==> config.mk <==
export PLATFORM = sky130hd
export DESIGN_NAME = debug_reporter
export DESIGN_NICKNAME = d
export VERILOG_FILES = /design/src/rtl/debug_reporter.sv
export SDC_FILE = /design/constraint.sdc
export NUM_CORES = 1
export LEC_CHECK = 0
export BUFFER_PORTS_ARGS = -buffer_cell sky130_fd_sc_hd__buf_4
export CORE_MARGIN = 5
export CORE_UTILIZATION = 45
export CTS_BUF_LIST = sky130_fd_sc_hd__clkbuf_16
export DETAILED_ROUTE_END_ITERATION = 10
export GPL_TIMING_DRIVEN = 0
export PLACE_DENSITY_LB_ADDON = 0.05
export SYNTH_ARGS = -nofsm -noshare
export SYNTH_HDL_FRONTEND = slang
export SYNTH_SLANG_ARGS = --single-unit
==> constraint.sdc <==
create_clock -name i_clock -period 1.81 [get_ports i_clock]
set_input_delay 0.0905 -clock i_clock [delete_from_list [all_inputs] [get_ports i_clock]]
set_output_delay 0.0905 -clock i_clock [all_outputs]
set_load 0.05 [all_outputs]
==> src/rtl/debug_reporter.sv <==
// debug_reporter: holds the CPU until a start request, counts execution cycles
// up to the halt instruction, snapshots PC/accumulator, then streams an 8-byte
// report frame (header, PC, ACC, cycle count, XOR checksum) over a byte
// valid/ready link to the UART transmitter.
module debug_reporter #(
  parameter int          PC_BITS  = 11,
  parameter int          ACC_BITS = 16,
  parameter int          CNT_BITS = 16,
  parameter logic [7:0]  HEADER   = 8'hA5
) (
  input  logic                i_clock,
  input  logic                i_reset,
  input  logic                i_start,
  input  logic                i_halt,
  input  logic [PC_BITS-1:0]  i_pc,
  input  logic [ACC_BITS-1:0] i_acc,
  output logic                o_cpu_en,
  output logic [7:0]          o_tx_data,
  output logic                o_tx_valid,
  input  logic                i_tx_ready,
  output logic                o_busy,
  output logic                o_done
);

  typedef enum logic [1:0] {IDLE, RUN, SEND, DONE} state_t;

  state_t              state;
  state_t              state_nx;
  logic [CNT_BITS-1:0] cnt;
  logic [CNT_BITS-1:0] cnt_inc;
  logic [15:0]         pc_snap;
  logic [15:0]         acc_snap;
  logic [15:0]         cyc_snap;
  logic [2:0]          idx;
  logic                accept;
  logic [7:0]          frame_byte;

  // Saturating increment: the count sticks at all-ones instead of wrapping.
  function automatic logic [CNT_BITS-1:0] sat_inc(input logic [CNT_BITS-1:0] v);
    return (&v) ? v : v + {{(CNT_BITS-1){1'b0}}, 1'b1};
  endfunction

  // Checksum byte: XOR of the seven payload bytes (header included).
  function automatic logic [7:0] frame_xor(input logic [15:0] p, input logic [15:0] a,
                                           input logic [15:0] c);
    return HEADER ^ p[15:8] ^ p[7:0] ^ a[15:8] ^ a[7:0] ^ c[15:8] ^ c[7:0];
  endfunction

  assign cnt_inc = sat_inc(cnt);
  assign accept  = (state == SEND) && i_tx_ready;

  // State register; reset wins over any transition, abandoning a partial frame.
  always_ff @(posedge i_clock) begin
    if (i_reset) state <= IDLE;
    else         state <= state_nx;
  end

  // Next-state decode; i_start only matters in IDLE/DONE, i_halt only in RUN.
  always_comb begin
    state_nx = state;
    case (state)
      IDLE:    if (i_start) state_nx = RUN;
      RUN:     if (i_halt) state_nx = SEND;
      SEND:    if (accept && (idx == 3'd7)) state_nx = DONE;
      DONE:    if (i_start) state_nx = RUN;
      default: state_nx = IDLE;
    endcase
  end

  // Cycle counter, halt snapshot and frame byte index.
  always_ff @(posedge i_clock) begin
    if (i_reset) begin
      cnt      <= '0;
      pc_snap  <= '0;
      acc_snap <= '0;
      cyc_snap <= '0;
      idx      <= '0;
    end else begin
      case (state)
        IDLE, DONE: if (i_start) cnt <= '0;
        RUN: begin
          cnt <= cnt_inc;
          if (i_halt) begin
            // The halt cycle itself is counted, hence cnt_inc rather than cnt.
            pc_snap  <= 16'(i_pc);
            acc_snap <= 16'(i_acc);
            cyc_snap <= 16'(cnt_inc);
            idx      <= '0;
          end
        end
        SEND: if (accept) idx <= idx + 3'd1;
        default: ;
      endcase
    end
  end

  // Frame byte selected by the index; held stable until the transmitter accepts it.
  always_comb begin
    frame_byte = 8'h00;
    case (idx)
      3'd0: frame_byte = HEADER;
      3'd1: frame_byte = pc_snap[15:8];
      3'd2: frame_byte = pc_snap[7:0];
      3'd3: frame_byte = acc_snap[15:8];
      3'd4: frame_byte = acc_snap[7:0];
      3'd5: frame_byte = cyc_snap[15:8];
      3'd6: frame_byte = cyc_snap[7:0];
      3'd7: frame_byte = frame_xor(pc_snap, acc_snap, cyc_snap);
      default: frame_byte = 8'h00;
    endcase
  end

  assign o_cpu_en   = (state == RUN);
  assign o_tx_valid = (state == SEND);
  assign o_tx_data  = (state == SEND) ? frame_byte : 8'h00;
  assign o_busy     = (state == RUN) || (state == SEND);
  assign o_done     = (state == DONE);

endmodule

* After elaboration in Yosys (flattened, before gate mapping)
Index checks and enable logic that the tools add are counted.
** Storage, ports and cells
- Bits in registers :: 64
- Bits in latches :: 0
- Bits in writable memories :: 0
- Memory bits (read-only) :: 0
- Bits of input ports :: 32
- Output and inout port bits :: 12
- Logic and storage cells :: 53
- Memories :: 0
** Cells by class
- Add/subtract/negate cells :: 2
- Multipliers :: 0
- Div/mod/pow operators :: 0
- $lt $le $gt $ge :: 0
- Equality and inequality tests :: 14
- Shifts and indexed selects :: 0
- Multiplexer cells :: 12
- Bitwise logic cells :: 6
- Reduce and logical (&&, ||, !) cells :: 13
** Operators with widths (number)
- one-hot mux 8 bit (8 select lines) :: 1
- bitwise XOR 8 bit :: 5
- two-way mux 16 bit :: 2
- one-hot mux 16 bit (2 select lines) :: 1
- adder 16 x 1 -> 16 bit (second input constant) :: 1
- AND reduction 16 bit :: 1
- equality test 3 bit (second input constant) :: 4
- two-way mux 8 bit :: 1
- equality test 3 x 2 -> 1 bit (second input constant) :: 2
- two-way mux 2 bit :: 3
- two-way mux 3 bit :: 2
- inequality test 2 x 1 -> 1 bit (second input constant) :: 3
- one-hot mux 2 bit (3 select lines) :: 1
- one-hot mux 3 bit (2 select lines) :: 1
- AND reduction 3 bit :: 2
- equality test 2 bit (second input constant) :: 2
- inverter 2 -> 4 bit :: 1
- AND reduction 2 bit :: 2
- nonzero test 2 bit :: 2
- adder 3 x 1 -> 3 bit (second input constant) :: 1
- equality test 3 x 1 -> 1 bit (second input constant) :: 1
- zero test 3 bit :: 1
- equality test 2 x 1 -> 1 bit (second input constant) :: 1
- logical AND 1 bit :: 2
- 4 further kinds :: 4

* Depth between registers and ports, before layout
Gate-level depths: netlist of run 1.
- Depth after elaboration :: 8
- Depth in mapped cells :: 8
- Depth with buffers taken out :: 6

* Worst setup path after synthesis of run 1
No wires, ideal clock.
- Kind :: reg-to-output
- Start :: reg state[0]
- End :: out o_tx_data[1]
- Arrival :: 2.218 ns
- Data required time :: 1.719 ns
- Path slack :: -0.499 ns
- Cell stages (with the launch flop) :: 6
- Path buffers :: 1
- Cell sequence :: dfxtp_1 inv_1 ha_1 clkbuf_1 nand2_1 o22ai_1
** Between the ends
- Cells in the longest elaborated chain, start to end :: 2
** RTL lines
- start: declaration :: line 27 : state_t state;
- start signal: assignment :: line 55 : else state <= state_nx;
- equality test 2 bit
- via o_tx_valid :: line 19 : output logic o_tx_valid,
- two-way mux 8 bit :: line 115 : assign o_tx_data = (state == SEND) ? frame_byte : 8'h00;
- end: declaration :: line 18 : output logic [7:0] o_tx_data,
The timed path passes the listed nets, and every way through them passes these cells.

* Worst setup path in the final report of run 1
- Start :: reg idx[1]
- End :: out o_tx_data[5]
** Between the ends
- Cells in the longest elaborated chain, start to end :: 3
** RTL lines
- start: declaration :: line 34 : logic [2:0] idx;
- start signal: assignment :: line 91 : SEND: if (accept) idx <= idx + 3'd1;
- equality test 3 bit (tied with other cells) :: line 100 : case (idx)
- one-hot mux 8 bit (8 select lines) * :: line 100
- two-way mux 8 bit * :: line 115
Every way passes the cells marked *; elsewhere a longest branch is shown, timed or not.

==> results of run 1 <==
## state kept, by name, indices dropped and copies added, names as in the netlist
name and flops:
acc_snap 16, cnt 16, cyc_snap 16, pc_snap 11
idx 3, state 2
## routing by layer
metal,vias up,global-route usage
met5,-,0
met4,0,0.0858
met3,27,0.0423
met2,154,0.388
met1,1915,0.326
li1,1861,-
## cells in the mapped netlist, drive strengths merged, types with 4 or more instances
cell type	instances
o2bb2ai	4
clkbuf	25
nand4	8
o22ai	4
mux2i	4
a311oi	6
nor2b	6
or3	6
nand2	83
a21oi	42
a22oi	4
o211ai	10
a31oi	4
o31ai	5
buf	11
xnor2	30
or4	6
o21ai	12
inv	11
dfxtp	64
nor4	11
xor2	7
a211oi	9
nor2	23
nand3	19
nor3	6
a222oi	5
ha	11
## through the flow
step | setup WS (ps) | instances | setup TNS, ps
6_report | -333 | 644 | -2320
5_1_grt | -394 | 644 | -2710
2_1_floorplan | 2.62 | 472 | 0
3_5_place_dp | -467 | 620 | -14340
4_1_cts | -294 | 640 | -2070
3_3_place_gp | -437 | 620 | -12710
## cells by family (layout without fill, tap and decap cells)
group                      after synthesis  count (layout)  synth area share
buffers and inverters                   47             114            0.0527
DFF                                     64              64             0.337
and+or+nand+nor                        178             178             0.239
AOI/OAI and AO/OA                      129             129             0.233
xor gates and xnor gates                37              37            0.0853
adders and majority gates               11              11            0.0362
muxes                                    6               6            0.0165
## timing repair
item / 4_1_cts / 5_1_grt
buffers inserted: 6 / 6
resized for setup: 73 / 44
pin swaps: 19 / 19
endpoints found under the setup margin: 65 / 67
gates cloned: 1 / 1
## where the power goes
part           total [mW]  switching, mW  internal (mW)
combinational        2.40           1.40          0.999
clock                1.61          0.685          0.925
sequential           1.78          0.205           1.58
total                5.79           2.29           3.50
## critical path: stages, from the launching register on
cell,delay (ps)
dfxtp_4,380
inv_4,50
ha_4,170
clkbuf_16,160
nor4_4,280
nand2_2,170
o211ai_1,190
o2bb2ai_4,150
buf_6,170
## layout make-up
class                      instances  share of cell area
inverter                          11             0.00955
timing repair buffer              57              0.0908
tap                              105              0.0251
multi-input combinational        361               0.533
sequential                        64               0.248
clock buffer                       9              0.0430
clock inverter                     7             0.00908
buffer                            30              0.0416
## final timing paths
kind	end	slack [ps]	cells after the start
worst max-delay path	o_tx_data[5]	-330	8
worst max register to register	cnt[5]$_SDFFE_PP0P_	80	6
worst min-delay path	pc_snap[3]$_SDFFE_PP0P_	3	3
worst min register to register	cyc_snap[2]$_SDFFE_PP0P_	480	2
==> impl_metrics.ini, run 1 <==
[synth]
synthArstFlopShare = 0
synthCells = 472
synth_top_area_share = 0.337
synth-edff-count = 0
yosysSeqAreaShare = 0.337
ys_warn_count = 0
avgSynthCellArea_sq_um = 8.05
synth-main-ff-cell = dfxtp_1
synthTopCellsByArea = dfxtp_1 34%, nand2_1 8.0%, xnor2_1 6.9%
ys_seq_elements = 64
synth_cell_types = 61
synth_area_sq_um = 3800
syn_nets = 515
synth_top_cell_by_area = dfxtp_1

[critical_path]
worstPathRequired_ps = 1720
critPathArrivalTime_ps = 2050
cp-end-kind = output pin
critPathLaunchType = flop
worstSetupPathType = reg2out
cp_max_fo = 5
worstSetupStartpoint = idx[1]$_SDFFE_PP0P_
r2r-start = state[0]$_SDFFE_PP0P_

[clocking]
clk_pin_slew_ps = 60
root_buffer = clkbuf_16
cts_max_level = 3
cts_hold_buffers = 0
cts_tree = yes
clock-sinks = 64
cts_buffers = 9
cts.path.max_buffers = 2
clock_latency_ps = 330

[finish]
antenna_cells = 0
fin_area_sq_um = 5240
multi_input_area_sq_um = 2790
layout_commonest_cell = nand2_1
area_growth_pct = 37.9
fin_util = 0.638
regArea_sq_um = 1300
nNetsFinal = 577
final_cell_mix = 74 x nand2_1, 59 x dfxtp_1, 49 x buf_4
nFillCells = 733
drive_above_1_share = 0.304

[die]
num_rows = 33
pin_count = 44
dieWidth_um = 102
die_y_um = 102
dieArea_sq_um = 10400
start_util = 0.462
coreArea_sq_um = 8220

[sta]
fin_skew_ps = 5.69
post-route-period-util = 1.18
hold_viol_final = 0
max_freq_ghz = 0.467
slew_viol_final = 0
post-route-min-period_ps = 2140
setup_violations = 8
holdWs_ps = 3.49
rsz0062_at_grt = yes
max_slew_margin = 0.555
setup_ws_ps = -333
tightest_slew_ps = 667

[detailed_routing]
avgViaCountPerCell = 6.14
met1Wirelength_mm = 5.57
drt_pass1_iterations = 5
wl_mm = 12.5
wl_met3_um = 798
dr_total_vias = 3957
detail_route.wl_per_cell_um = 19.3
route.antenna.remaining_nets = 0
highest_layer = met4
drt-initial-drc-count = 315
met2_wirelength_mm = 5.82
drc_errors = 0

[placement]
dpl.hpwl_mm = 8.78
dpl_cell_area_sq_um = 4420
gp_congestion = 0.946
port_buffers = 43

[global_route]
grt_pass1_vias = 3744
grt_overflow_total = 0
grt_max_degree = 13
grt_use_total = 0.241
grt_pass1_wl_mm = 19.3
antenna_found_initial = 0

[hold_path]
hp-class = in2reg
hold_start = i_pc[3]

[power_and_ir_drop]
p_per_area_nw_per_um2 = 1110
peakVddDrop_mv = 0.511
p_total_mw = 5.79
p_leak_nw = 1.90

[job]
cap_violations = 0

[outcome]
status = finished, violations left
failed_checks = setup timing
Note: power is estimated with default switching activity, not from simulation.
==> run 2: changes to the inputs <==
TNS_END_PERCENT = 10   (was default)
==> run 2 against run 1 <==
Against the previous run:
- the run still ends with setup timing left
- final cell count increased by 0.93%
- hold slack better by 4.6 ps
- fmax increased by 1.7%
- clock power rose by 25%
- sequential power barely moved
- worst setup slack improved by 36 ps
==> impl_metrics.ini, run 2 (same netlist as run 1, synthesis figures left out) <==
[critical_path]
worstSetupPathType = reg2out
rrSetupSlack_ps = 0
cp-end-kind = output pin
r2r-end = cyc_snap[0]$_SDFFE_PP0P_
r2r-start = cnt[11]$_SDFFE_PP0P_
critPathLaunchType = flop
r2r_cells = 6
critPathArrivalTime_ps = 2020
worstPathRequired_ps = 1720
cp_max_fo = 4

[detailed_routing]
route.antenna.remaining_nets = 0
drc_errors = 0
detail_route.wl_per_cell_um = 19.0
drt_pass1_iterations = 5
dr_total_vias = 3875
avgViaCountPerCell = 5.96
drt-initial-drc-count = 285
wl_mm = 12.3

[hold_path]
hold_depth = 3
holdPathEnd = pc_snap[8]$_SDFFE_PP0P_
hp-class = in2reg
hold_start = i_pc[8]

[finish]
fin_util = 0.645
drive_above_1_share = 0.294
stdcell_count = 650
largestRegisters = acc_snap (16), cnt (16), cyc_snap (16)
nNetsFinal = 583
nFillCells = 720
layout_commonest_cell = nand2_1
antenna_cells = 0
final_cell_mix = 75 x nand2_1, 55 x dfxtp_1, 42 x buf_4
area_growth_pct = 39.4

[clocking]
cts_tree = yes
clk_pin_slew_ps = 60
cts.path.max_buffers = 2
clock_latency_ps = 330
clock-sinks = 64
cts_max_level = 3
cts_buffers = 9
root_buffer = clkbuf_16

[sta]
setup_ws_ps = -297
post-route-min-period_ps = 2110
tightest_slew_ps = 659
hold_viol_final = 0
post-route-period-util = 1.16
max_slew_margin = 0.560
setup_violations = 8
holdWs_ps = 8.07
fin_skew_ps = 3.66
slew_viol_final = 0
rsz0062_at_grt = yes
max_freq_ghz = 0.475

[placement]
port_buffers = 43
dp_cells = 620
dpl.hpwl_mm = 8.78
gp_congestion = 0.951

[global_route]
grt_use_total = 0.245
grt_max_degree = 13
grt_pass1_vias = 3833
grt_pass1_wl_mm = 19.7
grt_overflow_total = 0
antenna_found_initial = 0

[power_and_ir_drop]
p_comb_frac = 0.382
p_per_area_nw_per_um2 = 1160
p_switching_mw = 2.25
seqPwrFrac = 0.291
pwr-share-clk = 0.328
switching_share = 0.366
p_int_mw = 3.90
peakVddDrop_mv = 0.590
p_leak_nw = 1.89

[die]
dieArea_sq_um = 10400
dieWidth_um = 102
coreArea_sq_um = 8220
start_util = 0.462
pin_count = 44
die_y_um = 102
num_rows = 33

[job]
cap_violations = 0

[outcome]
status = finished, violations left
failed_checks = setup timing
-- run 2: worst max-delay path, cell delays in order, from the launching register on --
cell	delay (ps)
dfxtp_4	370
inv_4	50
ha_4	160
buf_8	130
buf_12	120
a222oi_1	300
a21oi_1	140
a21oi_2	170
o22ai_4	80
buf_6	160
-- run 2: final cells by class --
type	count	area, sq um	share of cell area
inverter	11	47.5	0.00897
clock inverter	7	120	0.0227
tap	105	131	0.0248
clock buffer	9	225	0.0425
buffer	34	233	0.0439
sequential	64	1300	0.246
multi-input combinational	361	2710	0.512
timing repair buffer	59	524	0.0990
-- run 2: per-stage QoR --
| stage | TNS [ps] | setup WS (ps) | instance area (sq um) | total power, mW |
|---|---|---|---|---|
| floorplan | -17.6 | -17.6 | 3970 | 3.34 |
| CTS | -2050 | -297 | 5120 | 6.05 |
| detailed placement | -17240 | -519 | 4420 | 3.87 |
| finish | -2050 | -297 | 5300 | 6.14 |
| global route | -3010 | -406 | 5300 | 6.44 |
| global placement | -14240 | -460 | 4420 | 3.83 |
-- run 2: worst max path at each step --
| stage | to | start | slack (ps) | depth (start not counted) |
|---|---|---|---|---|
| after floorplan | cnt[12]$_SDFFE_PP0P_ | state[1]$_SDFFE_PP0P_ | -20 | 8 |
| after global placement | cnt[12]$_SDFFE_PP0P_ | state[0]$_SDFFE_PP0P_ | -460 | 7 |
| after detailed placement | cnt[12]$_SDFFE_PP0P_ | state[0]$_SDFFE_PP0P_ | -520 | 7 |
| after CTS | o_tx_data[6] | idx[0]$_SDFFE_PP0P_ | -300 | 8 |
| after global routing | o_tx_data[7] | idx[0]$_SDFFE_PP0P_ | -410 | 8 |
| final | o_tx_data[4] | idx[0]$_SDFFE_PP0P_ | -300 | 9 |
-- run 2: power groups by stage --
stage	logic, mW	clock network, mW	registers, mW
after floorplan	1.60	0	1.73
after global placement	2.04	0	1.79
after detailed placement	2.07	0	1.79
after CTS	2.24	2.04	1.77
after global routing	2.53	2.10	1.81
final	2.34	2.01	1.79
-- run 2: metal layers --
layer / routed length [um] / up-vias / GRT usage
met4: 140 / 0 / 0.0585
met5: 0 / - / 0
met1: 5590 / 1863 / 0.337
met2: 5800 / 129 / 0.396
met3: 803 / 18 / 0.0539
li1: - / 1865 / -
-- run 2: repair_timing --
item | CTS | global route
hold endpoints to repair | 8 | 0
gates resized for setup | 73 | 42
hold buffers | 8 | 0
cloned | 1 | 0
pin swaps | 17 | 21
setup buffers | 5 | 2
endpoints found under the setup margin | 65 | 66
==> run 3: changes to the inputs <==
BUFFER_PORTS_ARGS = default   (was -buffer_cell sky130_fd_sc_hd__buf_4)
DONT_BUFFER_PORTS = 1   (was default)
REMOVE_ABC_BUFFERS = 1   (was default)
==> run 3 against run 2 <==
Against the previous run:
- the flow still finishes with violations (setup timing)
- combinational power shrank 9.8%
- sequential share of layout area up 1.8 points
- utilization is 4.0 points lower
- largest power group unchanged
- highest routed layer unchanged
==> impl_metrics.ini, run 3 (same netlist as run 1, synthesis figures left out) <==
[detailed_routing]
wl_mm = 11.1
route.antenna.remaining_nets = 0
drc_errors = 0
dr_total_vias = 3586
drt-initial-drc-count = 211
avgViaCountPerCell = 6.00
detail_route.wl_per_cell_um = 18.6
drt_pass1_iterations = 5

[finish]
antenna_cells = 0
area_growth_pct = 30.9
layout_commonest_cell = nand2_1
stdcell_count = 598
largestRegisters = acc_snap (16), cnt (16), cyc_snap (16)
final_cell_mix = 73 x nand2_1, 51 x dfxtp_1, 40 x a21oi_1
drive_above_1_share = 0.211
nNetsFinal = 532

[global_route]
grt_pass1_vias = 3378
grt_use_total = 0.221
grt_pass1_wl_mm = 17.8
grt_max_degree = 55
grt_overflow_total = 0
antenna_found_initial = 0

[clocking]
cts_buffers = 9
cts_max_level = 3
clk_pin_slew_ps = 60
cts_tree = yes
clock_latency_ps = 330
root_buffer = clkbuf_16
cts.path.max_buffers = 2
clock-sinks = 64

[critical_path]
cp-endpoint = o_tx_data[2]
worstPathRequired_ps = 1720
rrSetupSlack_ps = 40
cp_max_fo = 5
cp-end-kind = output pin
worstSetupStartpoint = idx[0]$_SDFFE_PP0P_
r2r-start = state[0]$_SDFFE_PP0P_
worstSetupPathType = reg2out
r2r-end = cnt[5]$_SDFFE_PP0P_
r2r_cells = 6
critPathLaunchType = flop
critPathArrivalTime_ps = 1880
path_common_cell = ha_4
crit_chain = ha_4 -> ha_4 -> nor4_4 -> nand2_4 -> o2111ai_1 -> o2bb2ai_4
critPathMaxStageDelay_ps = 370
critPathSlowestCell = dfxtp_4

[placement]
gp_congestion = 0.870
dp_cells = 541
port_buffers = 0
dpl.hpwl_mm = 6.94

[sta]
post-route-min-period_ps = 1970
fin_skew_ps = 7.78
setup_violations = 8
hold_viol_final = 0
post-route-period-util = 1.09
setup_tns_ps = -1110
max_freq_ghz = 0.507
setup_ws_ps = -161
rsz0062_at_grt = yes
tightest_slew_ps = 500
slew_viol_final = 0
max_slew_margin = 0.664

[die]
coreArea_sq_um = 8220
die_y_um = 102
dieWidth_um = 102
dieArea_sq_um = 10400
num_rows = 33
start_util = 0.462
pin_count = 44

[power_and_ir_drop]
peakVddDrop_mv = 0.625
p_leak_nw = 1.66
p_per_area_nw_per_um2 = 1140
p_total_mw = 5.69

[outcome]
status = finished, violations left
failed_checks = setup timing

[job]
cap_violations = 0

[hold_path]
hp-class = in2reg
[run 3: what timing repair did]
item	CTS	global route
hold endpoints to repair	53	0
gates cloned	1	0
pin swaps	18	13
setup buffers	12	1
hold buffers	28	0
setup endpoints to repair	72	49
gates resized for setup	77	29
[run 3: worst max-delay path: cells and delay by family, from the launching register on]
kind,cells,cell delay [ps]
AO/OA/AOI/OAI,2,410
adder cells (fa/ha/maj),2,350
flip-flops,1,370
AND/OR/NAND/NOR,2,430
[run 3: final cells by class]
type	count	area (sq um)
Sequential cell	64	1310
Clock inverter	6	76.3
Multi-Input combinational cell	362	2770
Timing Repair Buffer	41	413
Tap cell	105	131
Inverter	11	47.5
Fill cell	715	3240
Clock buffer	9	225
[run 3: how the worst min path moves through the flow]
| stage | from | end | depth (start not counted) |
|---|---|---|---|
| finish | i_reset | cnt[2]$_SDFFE_PP0P_ | 3 |
| global route | i_reset | cnt[2]$_SDFFE_PP0P_ | 3 |
| CTS | i_reset | cnt[2]$_SDFFE_PP0P_ | 3 |
| detailed placement | i_reset | cnt[7]$_SDFFE_PP0P_ | 1 |
| global placement | i_reset | state[1]$_SDFFE_PP0P_ | 1 |
| floorplan | i_reset | cyc_snap[13]$_SDFFE_PP0P_ | 1 |
[run 3: metrics by stage]
stage               worst slack (ps)  cell area, sq um   util  hold slack, ps
finish                          -161              4970  0.605            10.8
global route                    -240              4970  0.605            7.45
CTS                             -182              4870  0.593            3.43
detailed placement             -1110              3770  0.459             174
global placement               -1400              3770  0.459             172
floorplan                       -689              3640      -             158
[run 3: layer usage]
metal / wire (um) / part of all wire / global-route usage
met5: 0 / 0 / 0
met4: 214 / 0.019 / 0.0787
met3: 558 / 0.050 / 0.0430
met2: 5150 / 0.46 / 0.353
met1: 5210 / 0.47 / 0.299
[run 3: where the power goes]
part / total [mW] / internal [mW] / switching [mW]
clock: 1.80 / 1.18 / 0.621
combinational: 2.11 / 0.800 / 1.31
sequential: 1.78 / 1.58 / 0.195
